`config.mk`:
```
export PLATFORM = sky130hd
export DESIGN_NAME = lwmac_regfile_arbiter
export DESIGN_NICKNAME = d
export VERILOG_FILES = /design/src/rtl/lwmac_regmap_pkg.sv /design/src/rtl/lwmac_regfile_arbiter_rr_arbiter2.sv /design/src/rtl/lwmac_regfile_arbiter.sv
export SDC_FILE = /design/constraint.sdc
export NUM_CORES = 1
export LEC_CHECK = 0
export BUFFER_PORTS_ARGS = -buffer_cell sky130_fd_sc_hd__buf_2
export CAP_MARGIN = 20
export CORE_AREA = 2 2 127 129
export DETAILED_ROUTE_END_ITERATION = 7
export DIE_AREA = 0 0 129 131
export SYNTH_ARGS = -nofsm -noshare
export SYNTH_HDL_FRONTEND = slang
export SYNTH_SLANG_ARGS = --single-unit
```
`constraint.sdc`:
```
create_clock -name clk -period 3.28 [get_ports clk]
set_clock_uncertainty 0.05 [all_clocks]
set_input_delay 0.492 -clock clk [delete_from_list [all_inputs] [get_ports clk]]
set_output_delay 0.492 -clock clk [all_outputs]
set_load 0.005 [all_outputs]
```
`src/rtl/lwmac_regmap_pkg.sv`:
```
// Register-window constants, offset decode helper and FSM encoding shared by
// the lwmac register-file arbiter and its bench-visible decode.
package lwmac_regmap_pkg;

  localparam logic [31:0] BASE_ADDR = 32'hFFFFFA40;
  localparam logic [31:0] WIN_SIZE  = 32'd32;

  localparam logic [4:0] RSVD_LO = 5'h02;
  localparam logic [4:0] RSVD_HI = 5'h11;

  typedef enum logic [1:0] {
    ST_IDLE   = 2'd0,
    ST_ACCESS = 2'd1,
    ST_RESP   = 2'd2
  } state_t;

  function automatic logic off_valid(input logic [4:0] off);
    return (off < RSVD_LO) || (off > RSVD_HI);
  endfunction

endpackage

```
`src/rtl/lwmac_regfile_arbiter_rr_arbiter2.sv`:
```
// Two-input round-robin arbiter: on a tie the requester not granted last wins.
// Grant is combinational; the last-grant pointer moves only when i_upd is high.
module rr_arbiter2 (
  input  logic       clk,
  input  logic       rst,
  input  logic [1:0] i_req,
  input  logic       i_upd,
  output logic [1:0] o_gnt
);

  logic r_last;

  always_comb begin
    o_gnt = i_req;
    if (i_req == 2'b11) o_gnt = r_last ? 2'b01 : 2'b10;
  end

  always_ff @(posedge clk or posedge rst) begin
    if (rst) r_last <= 1'b1;
    else if (i_upd && (|i_req)) r_last <= o_gnt[1];
  end

endmodule

```
`src/rtl/lwmac_regfile_arbiter.sv`:
```
// Two-master front end for the lwmac 32x32 register file: window decode,
// round-robin grant, one register access per transaction (IDLE/ACCESS/RESP).
module lwmac_regfile_arbiter #(
  parameter logic [31:0] BASE_ADDR = lwmac_regmap_pkg::BASE_ADDR,
  parameter int          DATA_W    = 32
) (
  input  logic              clk,
  input  logic              rst,
  input  logic              req0,
  input  logic              req1,
  input  logic              we0,
  input  logic              we1,
  input  logic [31:0]       addr0,
  input  logic [31:0]       addr1,
  input  logic [DATA_W-1:0] wdata0,
  input  logic [DATA_W-1:0] wdata1,
  output logic              ack0,
  output logic              ack1,
  output logic              err0,
  output logic              err1,
  output logic [DATA_W-1:0] rdata0,
  output logic [DATA_W-1:0] rdata1,
  output logic              write,
  output logic [31:0]       wrAddr,
  output logic [DATA_W-1:0] wrData,
  output logic [31:0]       rdAddrA,
  input  logic [DATA_W-1:0] rdDataA
);

  import lwmac_regmap_pkg::*;

  state_t            r_state;
  state_t            w_state_nxt;
  logic              r_sel;
  logic              r_we;
  logic              r_ok;
  logic [4:0]        r_off;
  logic [4:0]        r_rd_off;
  logic [DATA_W-1:0] r_wdata;
  logic [DATA_W-1:0] r_rdata;

  logic [1:0]        w_req;
  logic [1:0]        w_gnt;
  logic              w_arb_en;
  logic              w_win;
  logic              w_we;
  logic [31:0]       w_addr;
  logic [DATA_W-1:0] w_wdata;
  logic              w_in_win;
  logic [4:0]        w_off;
  logic              w_ok;

  assign w_req    = {req1, req0};
  assign w_arb_en = (r_state == ST_IDLE) && (|w_gnt);

  rr_arbiter2 u_arb (
    .clk   (clk),
    .rst   (rst),
    .i_req (w_req),
    .i_upd (w_arb_en),
    .o_gnt (w_gnt)
  );

  assign w_win   = w_gnt[1];
  assign w_we    = w_win ? we1    : we0;
  assign w_addr  = w_win ? addr1  : addr0;
  assign w_wdata = w_win ? wdata1 : wdata0;

  // Explicit bounds compare: a plain subtraction would let wrapped addresses alias in.
  assign w_in_win = (w_addr >= BASE_ADDR) && (w_addr <= (BASE_ADDR + WIN_SIZE - 32'd1));
  assign w_off    = w_addr[4:0] - BASE_ADDR[4:0];
  assign w_ok     = w_in_win && off_valid(w_off);

  always_ff @(posedge clk or posedge rst) begin
    if (rst) begin
      r_state  <= ST_IDLE;
      r_sel    <= 1'b0;
      r_we     <= 1'b0;
      r_ok     <= 1'b0;
      r_off    <= '0;
      r_rd_off <= '0;
      r_wdata  <= '0;
      r_rdata  <= '0;
    end else begin
      r_state <= w_state_nxt;
      if (w_arb_en) begin
        r_sel   <= w_win;
        r_we    <= w_we;
        r_ok    <= w_ok;
        r_off   <= w_off;
        r_wdata <= w_wdata;
        if (w_ok && !w_we) r_rd_off <= w_off;
      end
      if (r_state == ST_ACCESS) r_rdata <= (!r_we && r_ok) ? rdDataA : '0;
    end
  end

  always_comb begin
    w_state_nxt = r_state;
    case (r_state)
      ST_IDLE:   if (|w_req) w_state_nxt = ST_ACCESS;
      ST_ACCESS: w_state_nxt = ST_RESP;
      ST_RESP:   w_state_nxt = ST_IDLE;
      default:   w_state_nxt = ST_IDLE;
    endcase
  end

  always_comb begin
    write   = (r_state == ST_ACCESS) && r_we && r_ok;
    wrAddr  = {27'd0, r_off};
    wrData  = r_wdata;
    rdAddrA = {27'd0, r_rd_off};
    ack0    = (r_state == ST_RESP) && !r_sel;
    ack1    = (r_state == ST_RESP) &&  r_sel;
    err0    = ack0 && !r_ok;
    err1    = ack1 && !r_ok;
    rdata0  = ack0 ? r_rdata : '0;
    rdata1  = ack1 ? r_rdata : '0;
  end

endmodule

```
==> flow_results.org, run 1 <==
** Outcome
- Outcome :: finished clean

** Global route
- Remaining global-route overflow :: 0
- All-Layer GR Usage :: 14.1%
- Met2 capacity usage during global routing :: 22.4%
- Layer with the highest usage after global routing :: met2
- The initial antenna violation count came to 0.
- Wire length of the first global-routing pass :: 18.3 mm
- Global routing consumed, on the met1 layer, 17.6% of the routing resources.
- Met3 capacity usage during global routing :: 4.89%
- Vias in the first global route :: 3538
- Entering global routing, the biggest net connects 74 pins.

** Clock network
- The number of hold buffers added after CTS was 0.
- TritonCTS built the clock tree.
- In this run the deepest clock path goes through 2 buffers.
- After clock tree synthesis, the setup repair step added 0 buffers.
- Clock insertion delay at the later pin of the skew report :: 0.33 ns
- The clock drives 80 sinks.
- Number of buffers added by the clock tree synthesis step :: 9
- CTS clk-pin slew, worst paths :: 0.06 ns
- Cells resized by post-CTS repair :: 0
- CTS root buf :: sky130_fd_sc_hd__clkbuf_16
- In this run the number of H-tree levels came out at 3.

** Setup path
- The worst setup path is of the reg -> out kind.
- CP max FO :: 34
- Worst endpoint required time :: 2.74 ns
- For this design, the slowest cell found on the critical path is sky130_fd_sc_hd__and3b_1.
- Setup slack on the worst reg-to-reg path comes out at 0.91 ns.
- Largest delay share family, worst path :: simple AND/OR/NAND/NOR gates
- Critical Path, Cell by Cell :: and3b_1, and2_1, buf_2
- The worst setup path is captured at a primary output.
- Crit path buffers/inverters :: 1
- Launching element type of the critical path :: flip-flop
- In this design, the stage delay of the slowest critical-path cell is 0.83 ns.
- At the worst endpoint, the arrival time is 1.95 ns.

** Routing
- For this block, the via count after detailed routing is 3855.
- After detailed routing, the number of remaining DRC violations is 0.
- Dividing the detail-routed via count by the number of cells gives 4.17.
- Average wire per standard cell :: 13.2 um
- Initial DRT Pass Iterations :: 4
- The first routing iteration left 114 violations.
- Post-Route WL :: 12.2 mm
- Once detail routing completed, the nets flagged for antenna violations numbered 0.

** Logic synthesis
- After synthesis, the share of flip-flops with an asynchronous set or reset is 100%.
- Summing the sequential cell areas from Yosys gives 45.8% of the chip area.
- Synthesis Warnings :: 0
- After synthesis, the largest area contributor takes up 45.2% of total cell area.
- Post-synthesis average cell area :: 9.99 um^2
- Cells after synthesis :: 438
- Counting flops with a built-in enable in the synthesized netlist gives 0.
- Most common library cells after synthesis :: sky130_fd_sc_hd__dfrtp_1, sky130_fd_sc_hd__and2_1, sky130_fd_sc_hd__buf_4, sky130_fd_sc_hd__nand2_1, sky130_fd_sc_hd__mux2i_1
- Most used flip-flop cell after synthesis :: sky130_fd_sc_hd__dfrtp_1
- In this run, synthesis produced a sequential element count of 80.
- sky130_fd_sc_hd__dfrtp_1 takes more of the synthesized area than any other cell.
- In the post-synthesis netlist, the cell with the most instances is sky130_fd_sc_hd__dfrtp_1.
- By area the synthesized netlist is led by sky130_fd_sc_hd__dfrtp_1, sky130_fd_sc_hd__and2_1, sky130_fd_sc_hd__buf_4, sky130_fd_sc_hd__mux2i_1, sky130_fd_sc_hd__a22o_1.
- Synthesis instantiated 36 different standard cells from the library.
- Netlist Area Pre-Place :: 4370 um^2

** Final layout
- Antenna cell count :: 0
- The finished cells cover 6160 um^2.
- Area growth, synth to finish :: 40.8%
- In the final design database the tool counted 870 nets.
- The count of cells in the finished layout, fillers not included, comes to 925.
- In the final layout, the share of cells above drive strength 1 is 44.4%.

** Placed design
- DP HPWL :: 9.56 mm
- Final weighted congestion in routability-driven placement :: 0.791
- Including well taps, the total number of placed cells is 909.
- Number of buffers inserted by port buffering :: 276
- In this run the cell area measured after placement is 5810 um^2.

** Pwr
- IR analysis of the VDD net gives a maximum drop of 0.312 mV.
- Static leakage :: 0.00341 uW
- Pwr Density :: 602 nW/um^2

** STA
- For the pin with the worst max-slew slack, the measured transition is 0.924 ns.
- Shortest period the worst path allows :: 2.49 ns
- After routing, the total negative slack on setup checks comes to 0 ns.
- Setup repair after global routing left no endpoint under its margin.
- Of the available clock period, the critical path in the final layout requires 75.9%.
- Across all hold checks on the routed design, the worst slack comes to 0.180 ns.
- The worst pin sits at a relative slew slack of 38.4%.
- Setup violations remaining at the end of the flow were counted as 0.
- Max-slew violation count :: 0
- Final count of hold timing violations :: 0
- Based on the critical path, the design can be clocked at up to 402 MHz.

** Die
- The die covers 16900 um^2.
- For this design the top-level I/O count stands at 331.
- The floorplan has 46 rows.
- Die height :: 131 um
- Once the floorplan was initialized, standard cells occupied 28.0% of the core.
- The region available for standard cell placement spans 15600 um^2.
- Die span in x :: 129 um

** Min path
- The worst hold path belongs to the class in -> async.

** Flow run
- Number of maximum-capacitance violations :: 0
-- worst register-to-register path, cell delays in order (launching register included) --
cell                      delay, ns
sky130_fd_sc_hd__dfrtp_1       0.41
sky130_fd_sc_hd__nor2_1        0.38
sky130_fd_sc_hd__o21ai_4       0.11
sky130_fd_sc_hd__nor4_2        0.29
sky130_fd_sc_hd__a21oi_1       0.17
sky130_fd_sc_hd__nor4_4        0.47
sky130_fd_sc_hd__mux2_2        0.38
-- per-layer routing --
layer / up-vias / wire length [um] / part of all wire (%)
met3: 11 / 1290 / 11
li1: 1938 / - / -
met1: 1700 / 5160 / 42
met5: - / 0 / 0
met4: 0 / 185 / 1.5
met2: 206 / 5540 / 45
-- cell type report --
class | count | area (um^2)
Fill cell | 1639 | 9440
Clock inverter | 3 | 90.1
Tap cell | 216 | 270
Sequential cell | 80 | 2000
Inverter | 5 | 20.0
Clock buffer | 13 | 260
Timing Repair Buffer | 282 | 1440
Multi-Input combinational cell | 326 | 2070
-- where the power goes --
part | switching, uW | total [uW] | internal [uW] | leakage (uW)
logic | 685 | 1140 | 459 | 0.00220
registers | 147 | 1400 | 1250 | 0.00104
clock network | 376 | 1160 | 786 | 0.000170
-- worst paths after layout --
kind / start / endpoint / depth (start not counted)
worst max register to register: r_state[0] / r_rd_off[0] / 6
worst min register to register: wrData[2] / wrData[2] / 2
worst min-delay path: rst / r_rdata[24] / 2
min in group clk: rdDataA[22] / r_rdata[22] / 2
max in group asynchronous: rst / r_off[1] / 3
worst max-delay path: r_state[0] / rdata1[12] / 3
-- kinds of logic (layout without fill, tap and decap cells) --
| logic type | count (synthesis) | count (layout) | share of synthesized area [%] |
|---|---|---|---|
| AO/OA/AOI/OAI | 81 | 81 | 12.6 |
| XOR/XNOR | 1 | 1 | 0.200 |
| buffers and inverters | 85 | 303 | 12.1 |
| flip-flops | 80 | 80 | 45.8 |
| multiplexers | 45 | 45 | 10.6 |
| other | 1 | 54 | 0.0857 |
| AND/OR/NAND/NOR | 145 | 145 | 18.7 |
-- flip-flops by register name (all words and copies together) (netlist names), 2 cells and up --
signal and count:
r_rdata 32, r_off 5, wrData 32, r_rd_off 5
r_state 2
-- through the flow --
step                      util, %  setup slack [ns]  power (uW)
after global routing         39.5             0.641        4000
after detailed placement     37.2             0.587        2590
after CTS                    39.5             0.662        3790
final                        39.5             0.790        3710
after global placement       37.2             0.596        2580
after floorplan                 -             0.688        2080
-- layout by cell type (no fill, tap or decap), types with 2 or more instances in the layout --
cell,instances
sky130_fd_sc_hd__clkbuf_8,2
sky130_fd_sc_hd__mux2i_1,35
sky130_fd_sc_hd__buf_4,5
sky130_fd_sc_hd__dfrtp_1,79
sky130_fd_sc_hd__a21oi_1,7
sky130_fd_sc_hd__conb_1,54
sky130_fd_sc_hd__nor2_1,2
sky130_fd_sc_hd__clkbuf_16,9
sky130_fd_sc_hd__nand4b_1,6
sky130_fd_sc_hd__and2_1,66
sky130_fd_sc_hd__a22o_1,33
sky130_fd_sc_hd__buf_2,276
sky130_fd_sc_hd__bufinv_16,3
sky130_fd_sc_hd__nand2_1,48
sky130_fd_sc_hd__nand3_1,2
sky130_fd_sc_hd__nor3_1,3
sky130_fd_sc_hd__o21ai_0,33
sky130_fd_sc_hd__clkbuf_1,2
sky130_fd_sc_hd__mux2_2,10
sky130_fd_sc_hd__nand4_1,8
sky130_fd_sc_hd__inv_1,4
Note: power is estimated with default switching activity, not from simulation.
==> run 2: changes to the inputs <==
ABC_AREA = 1   (was not set)
CORE_AREA = 2 2 129 131   (was 2 2 127 129)
DIE_AREA = 0 0 131 133   (was 0 0 129 131)
clock period = 2.3 ns   (was 3.28 ns; I/O delays follow)
==> flow_results.org, run 2 <==
** Outcome
- Outcome :: finished clean

** Logic synthesis
- Main area contributors after synthesis :: sky130_fd_sc_hd__dfrtp_1, sky130_fd_sc_hd__nor2_1, sky130_fd_sc_hd__buf_4, sky130_fd_sc_hd__nand2_1, sky130_fd_sc_hd__o21ai_0
- Top-area cell type share of the netlist area :: 43.9% (-1.3 points)
- The total standard cell area after synthesis was 4500 um^2 (+2.9%).
- Most used flip-flop cell after synthesis :: sky130_fd_sc_hd__dfrtp_1
- The share of flip-flops with an asynchronous set or reset was 100% (unchanged).
- Part of the Yosys area used for sequential elements :: 44.5% (-1.3 points)
- Post-synthesis average cell area :: 7.37 um^2 (-26%)
- In the synthesized netlist, the cells that appear most often are sky130_fd_sc_hd__nor2_1, sky130_fd_sc_hd__nand2_1, sky130_fd_sc_hd__inv_1, sky130_fd_sc_hd__dfrtp_1, sky130_fd_sc_hd__o21ai_0.
- FF+latch count, synth :: 80 (unchanged)
- Synthesis Warnings :: 0 (unchanged)
- In the post-synthesis netlist, the cell with the most instances is sky130_fd_sc_hd__nor2_1.
- Cells after synthesis :: 611 (+39%)
- The post-synthesis cell type count came to 26 (-28%).
- EDFF count, synth :: 0 (unchanged)
- The largest total area in the synthesized netlist belongs to sky130_fd_sc_hd__dfrtp_1.

** Global route
- Vias in the first global route :: 4176 (+18%)
- Remaining global-route overflow :: 0 (unchanged)
- The global-route wire length before repair was 21.2 mm (+15%).
- The pin count of the biggest net entering global routing came to 34 (-54%).
- All-Layer GR Usage :: 15.9% (+1.8 points)
- Antenna violations before repair :: 1 (+1)

** Routing
- The number of iterations in the first detailed-routing pass was 4 (unchanged).
- Number of nets with antenna violations after detailed routing :: 0 (unchanged)
- Vias after detailed routing :: 4627 (+20%)
- The detail-routed net length per standard cell came to 13.1 um (-0.33%).
- Starting DRC count in detailed routing :: 132 (+16%)
- # DRC :: 0 (unchanged)
- The routed wire length was 14.5 mm (+19%).
- The detailed-route vias per instance is 4.18 (+0.20%).

** Placed design
- Placed instance area :: 5930 um^2 (+2.2%)
- DP HPWL :: 11.2 mm (+17%)
- Number of buffers inserted by port buffering :: 276 (unchanged)
- Final weighted congestion in routability-driven placement :: 0.815 (+3.1%)

** Pwr
- The cell leakage power is 0.00356 uW (+4.3%).
- Max rail drop VDD :: 0.359 mV (+15%)
- Pwr Density :: 883 nW/um^2 (+47%)
- Tot Pwr :: 5610 uW (+51%)

** Setup path
- The worst setup path is captured at a primary output.
- The maximum net fanout on the critical path came to 15 (-56%).
- Launching element type of the critical path :: flip-flop
- Worst endpoint required time :: 1.90 ns (-0.84 ns)
- The most numerous cell type found on the critical path is sky130_fd_sc_hd__inv_1.
- The delay of the slowest cell on the worst path was 0.39 ns (-0.44 ns).
- For this design, the slowest cell found on the critical path is sky130_fd_sc_hd__dfrtp_1.
- Data arrival time of the worst path :: 1.73 ns (-0.22 ns)
- The critical path is of the reg -> out type.
- Crit path buffers/inverters :: 4 (+3)
- The critical path goes through inv_1, nor3_1, inv_1, buf_4, nor2_1, buf_2.
- Largest delay share family, worst path :: buffers and inverters

** Die
- Ports :: 331 (unchanged)
- Die span in x :: 131 um (+1.6%)
- The initial cell density of the core came to 27.8% (-0.21 points).
- The area of the core came to 16200 um^2 (+3.7%).
- Number of rows in the core area :: 47 (+2.2%)
- Die height :: 133 um (+1.5%)
- The floorplan die area was 17400 um^2 (+3.1%).

** Final layout
- Area growth, synth to finish :: 41.1%
- The final instance area is 6350 um^2 (+3.2%).
- Filler cells :: 1687 (+2.9%)
- The total number of nets in the final design is 1049 (+21%).
- The antenna diode count came to 0 (unchanged).
- Commonest cells after routing, fill and taps aside :: sky130_fd_sc_hd__buf_2, sky130_fd_sc_hd__nor2_1, sky130_fd_sc_hd__nand2_1
- The final standard cell utilization of the core was 39.3% (-0.19 points).
- Leaving out fill and tap cells, the most frequent cell in the layout is sky130_fd_sc_hd__buf_2.
- Share of post-route cells with drive strength above 1 :: 36.3% (-8.2 points)

** STA
- Relative slew margins :: 54.9% (+16 points)
- Final Cycle Share :: 92.4%
- Static timing analysis puts the maximum clock frequency at 470 MHz.
- Setup repair after global routing left no endpoint under its margin.
- Shortest period the worst path allows :: 2.13 ns
- Final count of hold timing violations :: 0 (unchanged)
- The number of pins exceeding their max-slew limit in the final report came to 0 (unchanged).
- Transition at the pin with the smallest max-transition slack :: 0.676 ns (-0.248 ns)
- Finish-stage setup viols :: 0 (unchanged)
- The final hold slack was 0.0582 ns (-0.122 ns).

** Clock network
- CTS tree :: done
- Number of buffers added by the clock tree synthesis step :: 9 (unchanged)
- Clock insertion delay at the later pin of the skew report :: 0.33 ns (about the same)
- The clock slew at the register clock pins of the worst setup and hold paths is 0.06 ns (about the same).
- The number of clock sinks came to 80 (unchanged).
- Deepest clock path buffer count :: 2 (unchanged)
- CTS placed an instance of sky130_fd_sc_hd__clkbuf_16 at the clock tree root.
- The number of H-tree levels is 3 (unchanged).
- The number of hold buffers added after cts came to 0 (unchanged).

** Flow run
- Number of maximum-capacitance violations :: 0 (unchanged)

** Min path
- Worst hold path class :: in -> async
run 2: cell types whose count changed after synthesis, sizes merged, moves of 6 or more:
cell,change
mux2i,-34
nand3,+14
mux2,-10
a21oi,-7
a22o,-33
nand2,+58
nor2,+118
o22ai,+33
o21ai,+35
nand4b,-6
inv,+80
and2,-66
run 2: worst paths after layout:
check / from / endpoint / slack (ns) / depth (start not counted)
max in group asynchronous: rst / r_rdata[24] / 1.57 / 3
min in group clk: rdDataA[13] / r_rdata[13] / 0.20 / 3
hold / removal: rst / r_state[0] / 0.06 / 2
hold reg to reg: u_arb.r_last / u_arb.r_last / 0.42 / 2
setup reg to reg: u_arb.r_last / r_rd_off[4] / 0.32 / 11
setup / recovery: r_state[1] / rdata1[29] / 0.17 / 6
run 2: through the flow:
stage | setup WS [ns] | setup TNS (ns) | cells
after floorplan | 0.702 | 0 | 664
after global placement | 0.267 | 0 | 1088
after detailed placement | 0.221 | 0 | 1088
after CTS | -0.00922 | -0.0265 | 1104
after global routing | 0.00974 | 0 | 1108
final | 0.174 | 0 | 1108
run 2: kinds of logic (layout without fill, tap and decap cells):
group                  Yosys count  count (layout)  synth area share (%)
and+or+nand+nor                255             255                  23.1
buffers and inverters          170             394                  19.3
AOI/OAI and AO/OA              104             104                  12.5
DFF                             80              80                  44.5
other                            1              54                0.0833
muxes                            1               1                 0.500
run 2: timing repair:
| action | in CTS | in global routing |
|---|---|---|
| gates resized for setup | 0 | 5 |
| cloned | 0 | 1 |
| endpoints found under the setup margin | 5 | 36 |
| hold endpoints to repair | 0 | 0 |
| setup buffers | 0 | 3 |
run 2: final cells by class:
| type | count | area [um^2] | area share (%) |
|---|---|---|---|
| well taps | 220 | 275 | 4.33 |
| multi-input cells | 414 | 1850 | 29.2 |
| repair buffers | 291 | 1520 | 23.9 |
| flip-flops and latches | 80 | 2000 | 31.5 |
| repair inverters | 1 | 7.51 | 0.118 |
| clock inverters | 4 | 98.8 | 1.56 |
| clock buffers | 12 | 267 | 4.20 |
| inverters | 86 | 330 | 5.20 |
run 2: where the power goes:
group | total, uW | internal, uW | switching, uW
sequential | 2000 | 1790 | 212
clock | 1730 | 1150 | 582
combinational | 1870 | 719 | 1150
total | 5610 | 3660 | 1950
run 2: per-layer routing:
metal	vias to the layer above	share of wire, %	GRT usage, %
met4	2	1.2	5.67
met2	213	48	27.2
li1	2345	-	-
met5	-	0.089	0
met3	14	7.9	3.88
met1	2053	43	19.1
